**config.mk**
```make
export PLATFORM = sky130hd
export DESIGN_NAME = vga_rect_fill_flat
export DESIGN_NICKNAME = d
export VERILOG_FILES = /design/src/rtl/vga_rect_fill_if.sv /design/src/rtl/vga_rect_fill.sv /design/src/flat_wrapper.sv
export SDC_FILE = /design/constraint.sdc
export NUM_CORES = 1
export LEC_CHECK = 0
export ABC_AREA = 1
export BUFFER_PORTS_ARGS = -buffer_cell sky130_fd_sc_hd__buf_4
export CAP_MARGIN = 40
export CORE_ASPECT_RATIO = 1.75
export CORE_UTILIZATION = 40
export CTS_BUF_LIST = sky130_fd_sc_hd__clkbuf_4
export CTS_CLUSTER_SIZE = 8
export DETAILED_ROUTE_END_ITERATION = 7
export SETUP_SLACK_MARGIN = 0.1
export SKIP_LAST_GASP = 1
export SYNTH_ARGS = -nofsm -noshare
export SYNTH_HDL_FRONTEND = slang
export SYNTH_SLANG_ARGS = --single-unit
```
**constraint.sdc**
```tcl
create_clock -name clock -period 11.2 [get_ports clock]
set_clock_uncertainty 0.15 [all_clocks]
set_input_delay 0.56 -clock clock [delete_from_list [all_inputs] [get_ports clock]]
set_output_delay 0.56 -clock clock [all_outputs]
set_load 0.05 [all_outputs]
```
**src/rtl/vga_rect_fill_if.sv**
```systemverilog
// Worker-bus bundle between the rectangle fill engine and the VGA peripheral.
// Write and read request channels, each with a one-cycle ready pulse.
interface vga_rect_fill_if;
  logic [31:0] wr_addr;
  logic [31:0] wr_data;
  logic [3:0]  wr_byteEn;
  logic        wr_valid;
  logic        wr_ready;
  logic [31:0] rd_addr;
  logic [3:0]  rd_byteEn;
  logic        rd_valid;
  logic        rd_ready;
  logic [31:0] rd_data;

  modport master (
    output wr_addr, wr_data, wr_byteEn, wr_valid,
    input  wr_ready,
    output rd_addr, rd_byteEn, rd_valid,
    input  rd_ready, rd_data
  );

  modport slave (
    input  wr_addr, wr_data, wr_byteEn, wr_valid,
    output wr_ready,
    input  rd_addr, rd_byteEn, rd_valid,
    output rd_ready, rd_data
  );
endinterface

```
**src/rtl/vga_rect_fill.sv**
```systemverilog
// Rectangle fill engine: clips a command, then streams X/Y/DATA
// register writes to the VGA worker, optionally after a vblank poll.
module vga_rect_fill #(
  parameter logic [31:0] VGA_ADDR = 32'h1000_0000,
  parameter int          MAX_W    = 640,
  parameter int          MAX_H    = 480,
  parameter int          DEPTH    = 3
) (
  input  logic        clock,
  input  logic        reset,
  input  logic        cmd_valid,
  output logic        cmd_ready,
  input  logic [10:0] cmd_x0,
  input  logic [9:0]  cmd_y0,
  input  logic [11:0] cmd_w,
  input  logic [10:0] cmd_h,
  input  logic [23:0] cmd_color,
  input  logic        cmd_wait_vblank,
  output logic        busy,
  output logic        done,
  vga_rect_fill_if.master bus
);

  typedef enum logic [2:0] {
    IDLE, START, POLL, WR_X, WR_Y, WR_DATA, DONE
  } state_t;

  localparam logic [12:0] MW = 13'(MAX_W);
  localparam logic [11:0] MH = 12'(MAX_H);
  localparam logic [23:0] CMASK = (DEPTH == 0) ? 24'hFF_FFFF
                                : 24'((32'd1 << DEPTH) - 32'd1);

  state_t      state_q, state_d;
  logic [10:0] x0_q, x0_d;
  logic [9:0]  y0_q, y0_d;
  logic [11:0] w_q, w_d;
  logic [10:0] h_q, h_d;
  logic [23:0] color_q, color_d;
  logic        vb_q, vb_d;
  logic [11:0] y_q, y_d;
  logic [12:0] cx_q, cx_d;
  logic        wreq_q, wreq_d;
  logic        rreq_q, rreq_d;
  logic [31:0] waddr_q, waddr_d;
  logic [31:0] wdata_q, wdata_d;
  logic [31:0] raddr_q, raddr_d;

  logic [12:0] xe_sum, xe;
  logic [11:0] ye_sum, ye;
  logic        degen, last_col, more_rows;
  logic [31:0] x_word, y_word, pix;
  logic        unused_rd;

  assign xe_sum = {2'b0, x0_q} + {1'b0, w_q};
  assign ye_sum = {2'b0, y0_q} + {1'b0, h_q};
  assign xe     = (xe_sum > MW) ? MW : xe_sum;
  assign ye     = (ye_sum > MH) ? MH : ye_sum;

  // Anything that would produce no pixels finishes without bus traffic
  assign degen = (w_q == 12'd0) || (h_q == 11'd0)
              || ({2'b0, x0_q} >= MW) || ({2'b0, y0_q} >= MH);

  assign last_col  = (cx_q == xe - 13'd1);
  assign more_rows = ((y_q + 12'd1) < ye);
  assign x_word    = {21'b0, x0_q};
  assign y_word    = {20'b0, y_q};
  assign pix       = {8'b0, color_q & CMASK};
  assign unused_rd = &{1'b0, bus.rd_data[31:10]};

  always_ff @(posedge clock) begin
    if (reset) begin
      state_q <= IDLE;
      x0_q    <= '0;
      y0_q    <= '0;
      w_q     <= '0;
      h_q     <= '0;
      color_q <= '0;
      vb_q    <= 1'b0;
      y_q     <= '0;
      cx_q    <= '0;
      wreq_q  <= 1'b0;
      rreq_q  <= 1'b0;
      waddr_q <= '0;
      wdata_q <= '0;
      raddr_q <= '0;
    end else begin
      state_q <= state_d;
      x0_q    <= x0_d;
      y0_q    <= y0_d;
      w_q     <= w_d;
      h_q     <= h_d;
      color_q <= color_d;
      vb_q    <= vb_d;
      y_q     <= y_d;
      cx_q    <= cx_d;
      wreq_q  <= wreq_d;
      rreq_q  <= rreq_d;
      waddr_q <= waddr_d;
      wdata_q <= wdata_d;
      raddr_q <= raddr_d;
    end
  end

  always_comb begin
    state_d = state_q;
    x0_d    = x0_q;
    y0_d    = y0_q;
    w_d     = w_q;
    h_d     = h_q;
    color_d = color_q;
    vb_d    = vb_q;
    y_d     = y_q;
    cx_d    = cx_q;
    wreq_d  = wreq_q;
    rreq_d  = rreq_q;
    waddr_d = waddr_q;
    wdata_d = wdata_q;
    raddr_d = raddr_q;
    unique case (state_q)
      IDLE: begin
        if (cmd_valid) begin
          x0_d    = cmd_x0;
          y0_d    = cmd_y0;
          w_d     = cmd_w;
          h_d     = cmd_h;
          color_d = cmd_color;
          vb_d    = cmd_wait_vblank;
          state_d = START;
        end
      end
      START: begin
        cx_d = {2'b0, x0_q};
        y_d  = {2'b0, y0_q};
        if (degen) begin
          state_d = DONE;
        end else if (vb_q) begin
          state_d = POLL;
          rreq_d  = 1'b1;
          raddr_d = VGA_ADDR + 32'h1c;
        end else begin
          state_d = WR_X;
          wreq_d  = 1'b1;
          waddr_d = VGA_ADDR + 32'h04;
          wdata_d = x_word;
        end
      end
      POLL: begin
        // A nonzero scanline keeps the request up for a re-read
        if (rreq_q && bus.rd_ready && bus.rd_data[9:0] == 10'd0) begin
          rreq_d  = 1'b0;
          state_d = WR_X;
          wreq_d  = 1'b1;
          waddr_d = VGA_ADDR + 32'h04;
          wdata_d = x_word;
        end
      end
      WR_X: begin
        if (wreq_q && bus.wr_ready) begin
          state_d = WR_Y;
          waddr_d = VGA_ADDR + 32'h08;
          wdata_d = y_word;
        end
      end
      WR_Y: begin
        if (wreq_q && bus.wr_ready) begin
          state_d = WR_DATA;
          waddr_d = VGA_ADDR + 32'h0c;
          wdata_d = pix;
        end
      end
      WR_DATA: begin
        if (wreq_q && bus.wr_ready) begin
          if (!last_col) begin
            cx_d = cx_q + 13'd1;
          end else if (more_rows) begin
            y_d     = y_q + 12'd1;
            cx_d    = {2'b0, x0_q};
            state_d = WR_X;
            waddr_d = VGA_ADDR + 32'h04;
            wdata_d = x_word;
          end else begin
            wreq_d  = 1'b0;
            state_d = DONE;
          end
        end
      end
      DONE:    state_d = IDLE;
      default: state_d = IDLE;
    endcase
  end

  // Mask valid during the ready cycle so the worker never takes a write twice
  assign bus.wr_valid  = wreq_q & ~bus.wr_ready;
  assign bus.rd_valid  = rreq_q & ~bus.rd_ready;
  assign bus.wr_addr   = waddr_q;
  assign bus.wr_data   = wdata_q;
  assign bus.rd_addr   = raddr_q;
  assign bus.wr_byteEn = 4'hF;
  assign bus.rd_byteEn = 4'hF;

  assign busy      = (state_q != IDLE);
  assign cmd_ready = ~busy;
  assign done      = (state_q == DONE);

endmodule

```
**src/flat_wrapper.sv**
```systemverilog
// flat-port wrapper written by rule: the top's interface ports become plain ports
module vga_rect_fill_flat 
#(
  parameter logic [31:0] VGA_ADDR = 32'h1000_0000,
  parameter int          MAX_W    = 640,
  parameter int          MAX_H    = 480,
  parameter int          DEPTH    = 3
)
  (clock, reset, cmd_valid, cmd_ready, cmd_x0, cmd_y0, cmd_w, cmd_h, cmd_color, cmd_wait_vblank, busy, done, bus_wr_addr, bus_wr_data, bus_wr_byteEn, bus_wr_valid, bus_wr_ready, bus_rd_addr, bus_rd_byteEn, bus_rd_valid, bus_rd_ready, bus_rd_data);
  vga_rect_fill_if bus_i ();
  input  logic clock;
  input  logic reset;
  input  logic cmd_valid;
  output logic cmd_ready;
  input  logic [10:0] cmd_x0;
  input  logic [9:0] cmd_y0;
  input  logic [11:0] cmd_w;
  input  logic [10:0] cmd_h;
  input  logic [23:0] cmd_color;
  input  logic cmd_wait_vblank;
  output logic busy;
  output logic done;
  output wire logic [$bits(bus_i.wr_addr)-1:0] bus_wr_addr;
  output wire logic [$bits(bus_i.wr_data)-1:0] bus_wr_data;
  output wire logic [$bits(bus_i.wr_byteEn)-1:0] bus_wr_byteEn;
  output wire logic [$bits(bus_i.wr_valid)-1:0] bus_wr_valid;
  input wire logic [$bits(bus_i.wr_ready)-1:0] bus_wr_ready;
  output wire logic [$bits(bus_i.rd_addr)-1:0] bus_rd_addr;
  output wire logic [$bits(bus_i.rd_byteEn)-1:0] bus_rd_byteEn;
  output wire logic [$bits(bus_i.rd_valid)-1:0] bus_rd_valid;
  input wire logic [$bits(bus_i.rd_ready)-1:0] bus_rd_ready;
  input wire logic [$bits(bus_i.rd_data)-1:0] bus_rd_data;
  assign bus_wr_addr = bus_i.wr_addr;
  assign bus_wr_data = bus_i.wr_data;
  assign bus_wr_byteEn = bus_i.wr_byteEn;
  assign bus_wr_valid = bus_i.wr_valid;
  assign bus_i.wr_ready = bus_wr_ready;
  assign bus_rd_addr = bus_i.rd_addr;
  assign bus_rd_byteEn = bus_i.rd_byteEn;
  assign bus_rd_valid = bus_i.rd_valid;
  assign bus_i.rd_ready = bus_rd_ready;
  assign bus_i.rd_data = bus_rd_data;
  vga_rect_fill #(.VGA_ADDR(VGA_ADDR), .MAX_W(MAX_W), .MAX_H(MAX_H), .DEPTH(DEPTH)) u_core (.clock(clock), .reset(reset), .cmd_valid(cmd_valid), .cmd_ready(cmd_ready), .cmd_x0(cmd_x0), .cmd_y0(cmd_y0), .cmd_w(cmd_w), .cmd_h(cmd_h), .cmd_color(cmd_color), .cmd_wait_vblank(cmd_wait_vblank), .busy(busy), .done(done), .bus(bus_i));
endmodule
```
Word level (Yosys, flattened, before mapping)
Cells that the tools add are included.
{"block": "op_classes", "n_bitwise": 6, "reduce_logical": 23, "addsub": 5, "order_cmp": 5, "mux": 49, "n_eq_ne": 19}
{"operator": "32-bit 2-to-1 mux", "n": 16}
{"operator": "32-bit one-hot mux with 5 select lines", "n": 2}
{"operator": "13-bit 2-to-1 mux", "n": 4}
{"operator": "12-bit 2-to-1 mux", "n": 4}
{"operator": "13-bit one-hot mux with 2 select lines", "n": 1}
{"operator": "3-bit 2-to-1 mux", "n": 8}
{"operator": "12-bit one-hot mux with 2 select lines", "n": 1}
{"operator": "3-bit one-hot mux with 6 select lines", "n": 1}
{"operator": "2-bit by 1-bit inequality test with 1-bit output, second input constant", "n": 7}
{"operator": "11-bit by 12-bit adder with 13-bit output", "n": 1}
{"operator": "13-bit by 1-bit adder with 13-bit output, second input constant", "n": 1}
{"operator": "13-bit equality test", "n": 1}
{"operator": "13-bit by 10-bit greater-than comparator with 1-bit output, second input constant", "n": 1}
{"operator": "13-bit by 1-bit subtractor with 13-bit output, second input constant", "n": 1}
{"operator": "10-bit by 11-bit adder with 12-bit output", "n": 1}
{"operator": "12-bit by 1-bit adder with 12-bit output, second input constant", "n": 1}
{"operator": "12-bit by 9-bit greater-than comparator with 1-bit output, second input constant", "n": 1}
{"operator": "12-bit zero test", "n": 1}
{"operator": "12-bit less-than comparator", "n": 1}
{"operator": "11-bit by 10-bit >= comparator with 1-bit output, second input constant", "n": 1}
{"operator": "11-bit zero test", "n": 1}
{"operator": "10-bit by 9-bit >= comparator with 1-bit output, second input constant", "n": 1}
{"operator": "10-bit zero test", "n": 1}
{"operator": "1-bit 2-to-1 mux", "n": 10}
{"operator": "other kinds (21)", "n": 39}
{"block": "totals", "inputBits": 106, "wordCells": 121, "reg_bits": 143}

Logic depth before layout (Yosys ltp)
{"block": "logic_depth", "depth_word": 8, "mapped_depth": 32}

Least setup slack after synthesis
OpenSTA, ideal clock, no wires.
{"block": "synth_path", "path_kind": "reg2reg", "start": "reg u_core.h_q[0]", "end": "reg u_core.wdata_q[2], in the netlist u_core.bus.wr_data[2]", "arrival_time_ns": 3.677, "setup_slack_ns": 7.260, "path_stages_with_launch": 30, "synth_period_minus_slack_ns": 3.940, "setup_ns": 0.113, "cell_sequence": "dfxtp_1 ha_1 inv_1 fa_1 inv_1 nand3_1 nand2_1 nand2_1 nand3_1 nand2_1 inv_1 nand2_1 nor2_1 nand2_1 nand2_1 nand2_1 inv_1 a21oi_1 ha_1 a21oi_1 or2_2 a21oi_1 a2111oi_0 nand2_1 a21oi_1 nand4_2 buf_6 buf_6 nor2_1 nor2_1"}
{"block": "synth_via", "elab_chain_cells": 6, "word_cells_on_any_way": 11, "cone_classes": "1 x add/sub; 2 x order compare; 2 x eq/ne; 1 x mux; 5 x reduce/logical"}
{"element": "start, declared", "line_no": "vga_rect_fill.sv:37", "rtl": "logic [10:0] h_q, h_d;"}
{"element": "start signal, assigned", "line_no": "vga_rect_fill.sv:76", "rtl": "h_q <= '0;"}
{"element": "start signal, assigned", "line_no": "vga_rect_fill.sv:91", "rtl": "h_q <= h_d;"}
{"element": "10-bit by 11-bit adder with 12-bit output / 11-bit zero test (equally long branches)", "line_no": "vga_rect_fill.sv:55, vga_rect_fill.sv:60"}
{"element": "12-bit by 9-bit greater-than comparator with 1-bit output / 1-bit logical OR (equally long branches)", "line_no": "vga_rect_fill.sv:57, vga_rect_fill.sv:60"}
{"element": "12-bit 2-to-1 mux / 1-bit logical OR (equally long branches)", "line_no": "vga_rect_fill.sv:57, vga_rect_fill.sv:61"}
{"element": "12-bit less-than comparator / 1-bit logical OR (equally long branches)", "line_no": "vga_rect_fill.sv:64, vga_rect_fill.sv:61"}
{"element": "2-bit by 1-bit inequality test with 1-bit output (no source line) / 2-bit inequality test (equally long branches)"}
{"element": "9-bit AND reduction (no source line) (*)"}
{"element": "end signal, assigned", "line_no": "vga_rect_fill.sv:99", "rtl": "wdata_q <= wdata_d;"}
{"element": "end, declared", "line_no": "vga_rect_fill.sv:45", "rtl": "logic [31:0] wdata_q, wdata_d;"}
Mark *: on every way between the ends. The rest lies on a longest branch, timed or not.
A chain may end at the register's enable or synchronous reset.

Final worst setup path
{"block": "layout_path", "start": "reg u_core.x0_q[0]", "end": "reg u_core.wdata_q[11], in the netlist u_core.bus.wr_data[11]"}
{"block": "layout_via", "elab_chain_cells": 7, "word_cells_on_any_way": 11, "cone_classes": "2 x add/sub; 2 x order compare; 3 x eq/ne; 1 x mux; 3 x reduce/logical"}
{"element": "start, declared", "line_no": "vga_rect_fill.sv:34", "rtl": "logic [10:0] x0_q, x0_d;"}
{"element": "start signal, assigned", "line_no": "vga_rect_fill.sv:73", "rtl": "x0_q <= '0;"}
{"element": "start signal, assigned", "line_no": "vga_rect_fill.sv:88", "rtl": "x0_q <= x0_d;"}
{"element": "11-bit by 12-bit adder with 13-bit output", "line_no": "vga_rect_fill.sv:54", "rtl": "assign xe_sum = {2'b0, x0_q} + {1'b0, w_q};"}
{"element": "13-bit by 10-bit greater-than comparator with 1-bit output", "line_no": "vga_rect_fill.sv:56", "rtl": "assign xe = (xe_sum > MW) ? MW : xe_sum;"}
{"element": "13-bit 2-to-1 mux", "line_no": "vga_rect_fill.sv:56"}
{"element": "13-bit by 1-bit subtractor with 13-bit output", "line_no": "vga_rect_fill.sv:63", "rtl": "assign last_col = (cx_q == xe - 13'd1);"}
{"element": "13-bit equality test", "line_no": "vga_rect_fill.sv:63"}
{"element": "2-bit by 1-bit inequality test with 1-bit output (no source line)"}
{"element": "9-bit AND reduction (no source line) (*)"}
Marks and branches as above.

==> run metrics <==
Die Wd=105 µm; Fill cells=1979; global-route wire length before repair=32.4 mm; Internal Pwr Total=0.877 mW; pin count of the biggest net entering global routing=64; initial antenna violation count=1; Required @ worst endpoint=11440 ps; most common cell after layout, fill and taps aside=nand2_1; die area=0.0190 mm²; sw frac=54.3%; antenna viol nets, final=0; Worst-Margin Slew=688 ps; drt wl/cell=13.7 µm; CP arrival=5400 ps; CTS-repair resized insts=0; Sw Pwr=1.04 mW; crit-path max FO=29; Cell Pwr Density=241 mW/mm²; GRT Util Overall=21.7%; Max clock buf depth=2; initial DRC count=262; DR vias=7133; gr ovfl total=0; Setup-failing EPs final=0; clock latency on the worst-skew pair=490 ps; Syn-to-layout area delta=8.09%; die height=182 µm; fin crit share=46.1%; Port Buf Inserts=86; HP Class=in -> reg; Setup CP Type=reg -> reg; setup ws final=6040 ps; Top-Level Pins=215; cts-stage hold buffer count=0; H-tree depth=3; Initial Util=40.9%; pre-CTS setup slack=6010 ps; Core Box Area=0.0181 mm²; status=complete, no violations; vias in the first global route=6686; share of cells above drive strength 1=10.4%; nature of the critical path endpoint=register; most frequent cells in the layout=nand2_1, nor2_1, inv_1, dfxtp_1, buf_4; Register Area=0.00188 mm²; pins over their slew limit=0; Max Freq=0.194 GHz; Finished Core Util=44.2%; Comb power frac=62.8%; RSZ-0062 raised after global routing=no; TritonRoute pass-1 iters=4; Mapped Avg Cell Area=6.25 µm²; ys flop type=dfxtp_1; yosys warns=0; Post-synth EDFFs=0; register area share after synthesis=25.5%; Setup TNS=0 ps; DR DRC count=0; clock root cell=clkbuf_4; flops & latches, synth=94; VDD IR-drop max=0.0971 mV; Clock Pin Slew Worst Setup and Hold Paths=170 ps; async set-reset flop share out of synthesis=0%; Clk pwr share=10.0%; Nets=1387; final-report hold violation count=0; TritonCTS clock tree=yes; DRT Wirelength=20.3 mm; Setup Fix Bufs, Post-CTS=0; sequential share of power=27.2%; Max Cap Viol=0; Post-Syn Area=0.00738 mm²; CTS sink cnt=94; Syn Inst Count=1181; HPWL after DPL=16.2 mm; RePlAce Congestion=0.887; Netlist cell types=45; Leak=4.00 nW; total CTS buffers=9; startpoint types=register; Period minus WS final=5160 ps; row cnt=65; Vias/cell=4.81; Slew Limit Headroom=53.8%; Multi-input gate area=0.00441 mm²
sequential cells by signal, indices dropped and copies added (netlist names):
name / flops
u_core.y0_q: 10
u_core.bus.wr_addr: 3
u_core.state_q: 3
u_core.w_q: 12
u_core.y_q: 12
u_core.cx_q: 13
u_core.bus.wr_data: 12
u_core.bus.rd_addr: 1
u_core.rreq_q: 1
u_core.vb_q: 1
u_core.color_q: 3
u_core.x0_q: 11
u_core.h_q: 11
u_core.wreq_q: 1
worst paths after layout:
kind	start	slack, ps	end	cells past startpoint
setup reg to reg	u_core.x0_q[0]$_SDFFE_PP0P_	6040	u_core.bus.wr_data[11]$_SDFFE_PP0P_	26
setup / recovery	u_core.x0_q[0]$_SDFFE_PP0P_	6040	u_core.bus.wr_data[11]$_SDFFE_PP0P_	26
hold / removal	cmd_y0[2]	190	u_core.y0_q[2]$_SDFFE_PP0P_	3
hold reg to reg	u_core.bus.wr_addr[28]$_SDFFE_PP0P_	320	u_core.bus.wr_addr[28]$_SDFFE_PP0P_	2
logic make-up (layout without fill, tap and decap cells):
logic type               after synthesis  in the layout  synth area share (%)
AND/OR/NAND/NOR                      567            567                  32.7
flip-flops                            94             94                  25.5
other                                  2             89                 0.102
buffers and inverters                280            262                  19.2
XOR/XNOR                              29             29                  3.44
AO/OA/AOI/OAI                        172            172                  12.6
adder cells (fa/ha/maj)               37             37                  6.48
power groups by stage:
stage          Sequential (mW)  Clock [mW]  Combinational (mW)
4_1_cts                  0.523       0.196                1.22
6_report                 0.522       0.192                1.21
2_1_floorplan            0.546           0               0.938
3_3_place_gp             0.530           0                1.20
5_1_grt                  0.534       0.210                1.37
3_5_place_dp             0.531           0                1.21
critical path, stage by stage, from the launching register on:
cell      delay [ps]
dfxtp_1          410
ha_1             270
fa_1             470
nand2_1          120
inv_2             40
nand2_1           80
nand2_1           80
nand2_1           70
nand3_1           80
xnor2_1          470
nand2_2          130
nand2_4          180
nand2_1           90
clkinv_1         110
nand2_1           60
ha_1             280
xnor2_1          120
nor2_1           110
nand2_1           60
nor2_1           110
nand3_1          100
nor2_2           120
nand2_2          140
nand2_4          260
nand4_2          580
nor2_1           300
nor2_1            70
Yosys cell counts, types with 20 or more instances:
library cell / count / share of area, %
nand2_1: 282 / 14
ha_1: 35 / 5.9
nand4_1: 20 / 1.7
buf_4: 89 / 9.1
inv_1: 146 / 7.4
dfxtp_1: 94 / 25
clkbuf_1: 24 / 1.2
xor2_1: 24 / 2.8
nor2_1: 147 / 7.5
o21ai_0: 63 / 4.3
a21oi_1: 78 / 5.3
nand3_1: 69 / 4.7
stage by stage:
step,hold slack (ps),std cells,cell area [µm²],total power [mW]
after global placement,302,1467,7840,1.73
final,186,1484,7980,1.92
after global routing,187,1484,7980,2.11
after detailed placement,307,1467,7840,1.74
after CTS,163,1483,7980,1.93
after floorplan,279,1267,7700,1.48
final cells by class:
| class | instances | area share (%) |
|---|---|---|
| clock buffer | 9 | 0.847 |
| sequential | 94 | 23.6 |
| multi-input combinational | 893 | 55.3 |
| clock inverter | 7 | 0.800 |
| inverter | 156 | 7.34 |
| timing repair buffer | 90 | 8.47 |
| tap | 234 | 3.67 |
| antenna | 1 | 0.0314 |
layer usage:
| metal | share of wire, % | wire length (µm) | GRT usage (%) |
|---|---|---|---|
| met2 | 55 | 11200 | 43.1 |
| met1 | 38 | 7640 | 21.8 |
| met4 | 4.6 | 927 | 11.6 |
| met5 | 0 | 0 | 0 |
| met3 | 2.6 | 530 | 2.08 |
Note: power is estimated with default switching activity, not from simulation.
